--- config.mk ---
export PLATFORM = sky130hd
export DESIGN_NAME = flex_dtack_watchdog
export DESIGN_NICKNAME = d
export VERILOG_FILES = /design/src/rtl/flex_dtack_watchdog.sv
export SDC_FILE = /design/constraint.sdc
export NUM_CORES = 1
export LEC_CHECK = 0
export BUFFER_PORTS_ARGS = -buffer_cell sky130_fd_sc_hd__buf_2
export CAP_MARGIN = 10
export CORE_MARGIN = 5
export CORE_UTILIZATION = 54
export CTS_CLUSTER_SIZE = 12
export DETAILED_ROUTE_END_ITERATION = 6
export PLACE_DENSITY = 0.93
export REMOVE_ABC_BUFFERS = 1
export SYNTH_ARGS = -nofsm -noshare
export SYNTH_HDL_FRONTEND = slang
export SYNTH_SLANG_ARGS = --single-unit
--- constraint.sdc ---
create_clock -name clock -period 4.55 [get_ports clock]
set_input_delay 0.91 -clock clock [delete_from_list [all_inputs] [get_ports clock]]
set_output_delay 0.91 -clock clock [all_outputs]
set_load 0.02 [all_outputs]
--- src/rtl/flex_dtack_watchdog.sv ---
// flex_dtack_watchdog: forwards slave acknowledges and terminates unanswered bus cycles with an error pattern
`ifndef BB_ADDR_BUS_WIDTH
`define BB_ADDR_BUS_WIDTH 16
`endif
module flex_dtack_watchdog #(
  parameter int addr_bus_width = `BB_ADDR_BUS_WIDTH,
  parameter int data_bus_width = 16,
  parameter int timeout_cycles = 32,
  parameter logic [15:0] timeout_pattern = 16'hDEAD
) (
  input  logic                      clock,
  input  logic                      reset,
  input  logic [addr_bus_width-1:0] addr,
  input  logic                      sec_addr_strobe,
  input  logic                      rd_active,
  input  logic                      wr_active,
  input  logic                      slave_dtack,
  input  logic [data_bus_width-1:0] slave_data,
  input  logic                      clear_err,
  output logic                      master_dtack,
  output logic [data_bus_width-1:0] master_data,
  output logic                      busy,
  output logic                      timeout_flag,
  output logic [7:0]                err_count,
  output logic [addr_bus_width-1:0] err_addr
);
  localparam int cw = $clog2(timeout_cycles + 1);
  localparam logic [cw-1:0] last_cnt = cw'(timeout_cycles - 1);
  localparam logic [data_bus_width-1:0] pattern = data_bus_width'(timeout_pattern);
  typedef enum logic [1:0] {IDLE, WAIT, DONE} state_t;
  state_t state;
  logic [cw-1:0] cnt;
  logic [addr_bus_width-1:0] cyc_addr;
  logic cyc_rd;
  // cycle tracking: acknowledge beats abort, abort beats timeout; clear_err lands before a coincident timeout
  always_ff @(posedge clock) begin
    if (reset) begin
      state        <= IDLE;
      cnt          <= '0;
      cyc_addr     <= '0;
      cyc_rd       <= 1'b0;
      master_dtack <= 1'b0;
      master_data  <= '0;
      busy         <= 1'b0;
      timeout_flag <= 1'b0;
      err_count    <= '0;
      err_addr     <= '0;
    end else begin
      master_dtack <= 1'b0;
      if (clear_err) begin
        timeout_flag <= 1'b0;
        err_count    <= '0;
      end
      case (state)
        IDLE: if (sec_addr_strobe && (rd_active || wr_active)) begin
          state    <= WAIT;
          busy     <= 1'b1;
          cyc_addr <= addr;
          cyc_rd   <= rd_active;
          cnt      <= '0;
        end
        WAIT: if (slave_dtack) begin
          master_dtack <= 1'b1;
          master_data  <= cyc_rd ? slave_data : master_data;
          state        <= DONE;
        end else if (!sec_addr_strobe) begin
          state <= IDLE;
          busy  <= 1'b0;
        end else if (cnt == last_cnt) begin
          master_dtack <= 1'b1;
          master_data  <= cyc_rd ? pattern : master_data;
          timeout_flag <= 1'b1;
          err_count    <= clear_err ? 8'd1 : err_count + {7'd0, err_count != 8'hFF};
          err_addr     <= cyc_addr;
          state        <= DONE;
        end else begin
          cnt <= cnt + 1'b1;
        end
        DONE: if (!sec_addr_strobe && !rd_active && !wr_active) begin
          state <= IDLE;
          busy  <= 1'b0;
        end
        default: begin
          state <= IDLE;
          busy  <= 1'b0;
        end
      endcase
    end
  end
endmodule

### After elaboration in Yosys (flattened, before gate mapping)

Cells that the tools add are included.

| word-level totals | value |
|---|---|
| word-level logic and storage cells | 78 |
| flip-flop bits (word level) | 68 |

| cells by class | value |
|---|---|
| equal/unequal tests | 11 |
| bitwise operators | 2 |
| add/subtract/negate cells | 2 |
| reduce and logical (&&, ||, !) cells | 18 |
| muxes and demuxes | 35 |

Operator list:

| kind | count |
|---|---|
| 16-bit two-way mux | 5 |
| 8-bit two-way mux | 6 |
| 6-bit two-way mux | 4 |
| 1-bit two-way mux | 12 |
| 2-bit != test (second input constant) | 6 |
| 6-bit case mux with 2 select lines | 1 |
| 4-bit AND reduction | 3 |
| 2-bit two-way mux | 5 |
| 8-bit by 1-bit adder with 8-bit output | 1 |
| 8-bit != test (second input constant) | 1 |
| 6-bit by 1-bit adder with 6-bit output (second input constant) | 1 |
| 6-bit by 5-bit == test with 1-bit output (second input constant) | 1 |
| 2-bit case mux with 3 select lines | 1 |
| 2-bit nonzero test | 3 |
| 5-bit AND reduction | 1 |
| 4-bit != test (second input constant) | 1 |
| 1-bit logical AND | 3 |
| 1-bit logical NOT | 3 |
| 1-bit case mux with 3 select lines | 1 |
| 3-bit AND reduction | 1 |
| 2-bit by 1-bit == test with 1-bit output (second input constant) | 1 |
| 2-bit == test (second input constant) | 1 |
| 2-bit logical NOT | 1 |
| 1-bit inverter | 2 |
| 3 further kinds | 3 |

### Longest topological paths before layout

| depth | value |
|---|---|
| word-level depth | 7 |
| mapped depth | 8 |
| mapped depth without buffers | 8 |

### Worst setup path after synthesis

Ideal clock, no wire load.

| path | value |
|---|---|
| path type | input port to flip-flop |
| from | input slave_dtack |
| to | register err_count[7] |
| data required time | 4.491 ns |
| setup slack | 2.371 ns |
| library setup time | 0.059 ns |
| arrival | 2.120 ns |
| stages on the path | 4 |
| cells stage by stage | nand4bb_4 -> or4_4 -> or4_1 -> nand2_1 |

| on the way | value |
|---|---|
| word-level cells in the longest chain between the ends | 2 |

RTL lines:

| item | line | text |
|---|---|---|
| start, declared | 17 | `input logic slave_dtack,` |
| 8-bit two-way mux | 62 | `WAIT: if (slave_dtack) begin` |
| 8-bit two-way mux | 54 | `case (state)` |
| end signal, assigned | 73 | `err_count <= clear_err ? 8'd1 : err_count + {7'd0, err_count != 8'hFF};` |
| end, declared | 24 | `output logic [7:0] err_count,` |

Every way passes these cells.
A chain may end at the register's enable or synchronous reset.

### Worst setup path after layout

| path | value |
|---|---|
| from | input slave_dtack |
| to | register err_count[0] |

Same word-level chain as after synthesis.

==> qor.csv <==
metric;value;unit
r2r_end;err_count[0];
relSlewSlack;26.2;%
grt_setup_unrepaired;no;
die_w;80.7;um
syn_inst;331;
seq_power_share;45.3;%
layout_common_cells;buf_2, nand2_1, dfxtp_1;
cap_violations;0;
fp.coreArea;4790;sq um
antenna_found_initial;0;
powerDensity;404;nW/um^2
cts.clk_slew.worst_paths;0.08;ns
hold_buffers;0;
p_clk_share;48.8;%
worstReg2RegStart;cnt[0];
viasPerCell;5.39;
start_util;56.4;%
finalCritPeriodShare;51.1;%
p_leak;1.38;nW
run_status;finished clean;
final_core_util;70.7;%
syn2layout_area_growth;25.5;%
synth_ff_type;dfxtp_1;
grt_start_max_net_pins;66;
cp-startpoint;slave_dtack;
cts_root_buf;clkbuf_8;
period_minus_slack;2.33;ns
ff2ff_setup_slack;2.34;ns
fmax;430;MHz
drt-initial-drc-count;178;
cp-endpoint;err_count[0];
synth-edff-count;0;
p_sw_share;22.1;%
fin_skew;0.00858;ns
grt_pass1_vias;2556;
clock_path_buffers;2;
final_common_cell;buf_2;
setup_tns;0;ns
gp_congestion;0.857;
cts_tree;built;
start_kind;primary input;
dr.pass1.iters;4;
p_int;1.06;mW
tightest_slew;1.11;ns
cts-buffers-inserted;9;
io_pins;82;
wl_per_cell;13.8;um
wirelength;6550;um
dp.cells;460;
slew_violations;0;
yosysUniqueCellTypes;41;
ant_nets;0;
core.rowCount;25;
ys_ff_latch;68;
arrival;2.58;ns
port-buffer-count;81;
peakVddDrop;0.000249;V
critPathMaxFanout;18;
cts_resized;0;
syn_avg_cell_area;8.15;sq um
dp_hpwl;4360;um
diodes;0;
grtUsageTotal;21.2;%
drc;0;
dieHeight;80.7;um
htreeDepth;3;
setup_viol;0;
drive_above_1_share;25.9;%
combPwrFrac;5.9;%
clock_latency;0.34;ns
power_switching;0.303;mW
hp-class;reg2reg;
crit_type;in2reg;
post_cts_buffers;0;
numClockSinks;68;
r2r_cells;5;
ys_warn_count;0;
finalPower;1.37;mW
postSynth.asyncResetShare;0;%
end_kind;register;
synth_top_area_cell;dfxtp_1;
critical_path_required;4.81;ns
dr_total_vias;2564;
ys_seq_area_share;50.4;%
hold_viol_final;0;
grt_pass1_wl;10800;um
die-area;6510;sq um
synth_top_area_share;50.4;%
synthesis.area;2700;sq um
fin_nets;446;
synth_area_leaders;dfxtp_1, a21oi_1, nand2_1, clkbuf_1, nor2_1;
grt.overflow.total;0;
fin_cells;476;
==> power by group through the flow <==
stage,logic [mW],registers (mW),clock network [mW]
after floorplan,0.0395,0.634,0
after global placement,0.0788,0.633,0
after detailed placement,0.0812,0.633,0
after CTS,0.0812,0.619,0.671
after global routing,0.0903,0.622,0.698
final,0.0811,0.620,0.667
==> final cells by class <==
| type | instances | area [sq um] |
|---|---|---|
| Multi-Input combinational cell | 240 | 1250 |
| Sequential cell | 68 | 1360 |
| Timing Repair Buffer | 81 | 405 |
| Tap cell | 67 | 83.8 |
| Clock inverter | 7 | 146 |
| Clock buffer | 9 | 124 |
| Fill cell | 374 | 1400 |
| Inverter | 4 | 15.0 |
==> how the worst min path moves through the flow <==
stage | from | to | cells after the start
4_1_cts | err_addr[5] | err_addr[5] | 2
6_report | err_addr[5] | err_addr[5] | 2
5_1_grt | cyc_addr[3] | cyc_addr[3] | 2
3_3_place_gp | cyc_addr[4] | err_addr[4] | 2
3_5_place_dp | err_addr[5] | err_addr[5] | 2
2_1_floorplan | cyc_addr[0] | err_addr[0] | 2
==> cell usage after synthesis (2+ instances only) <==
cell,instances
nand2_1,80
dfxtp_1,68
a21oi_1,60
clkbuf_1,18
nor2_1,18
nor3_1,12
nand3_1,8
o21ai_0,7
nand2b_1,5
inv_1,4
or4_1,4
a311oi_1,3
ha_1,3
nand4_1,3
o211ai_1,3
o31ai_1,3
a31oi_1,2
and3_1,2
nor2b_1,2
nor3_2,2
nor4_1,2
or2_2,2
xnor2_1,2
==> sequential cells by signal (all words and copies together) (netlist names) <==
name          cells
err_addr         16
cnt               6
cyc_rd            1
cyc_addr         16
err_count         8
master_dtack      1
busy              1
master_data      16
state             2
timeout_flag      1
==> metrics by stage <==
step                worst slack (ns)  hold WS [ns]  instance area [sq um]
floorplan                       2.37         0.426                   2630
global placement                1.95         0.437                   3120
detailed placement              1.85         0.443                   3120
CTS                             2.20         0.454                   3390
global route                    1.99         0.479                   3390
finish                          2.22         0.454                   3390
==> cells by family after synthesis <==
family                   share of synthesized area [%]
flip-flops                                        50.4
AO/OA/AOI/OAI                                     17.1
buffers and inverters                             3.24
XOR/XNOR                                         0.974
adder cells (fa/ha/maj)                           1.39
AND/OR/NAND/NOR                                   26.8
==> layer usage <==
layer / track usage [%] / routed length (um) / up-vias
met5: 0 / 0 / -
met4: 11.1 / 119 / 0
met3: 4.26 / 328 / 13
met2: 39.0 / 3460 / 59
met1: 22.6 / 2640 / 1202
li1: - / - / 1290
==> worst max-delay path, stage by stage <==
cell	delay, ns
buf_2	0.14
nand4bb_4	0.26
nor3_2	0.83
o21ai_0	0.22
a21oi_1	0.21
Power figures use the tool's default switching activity.
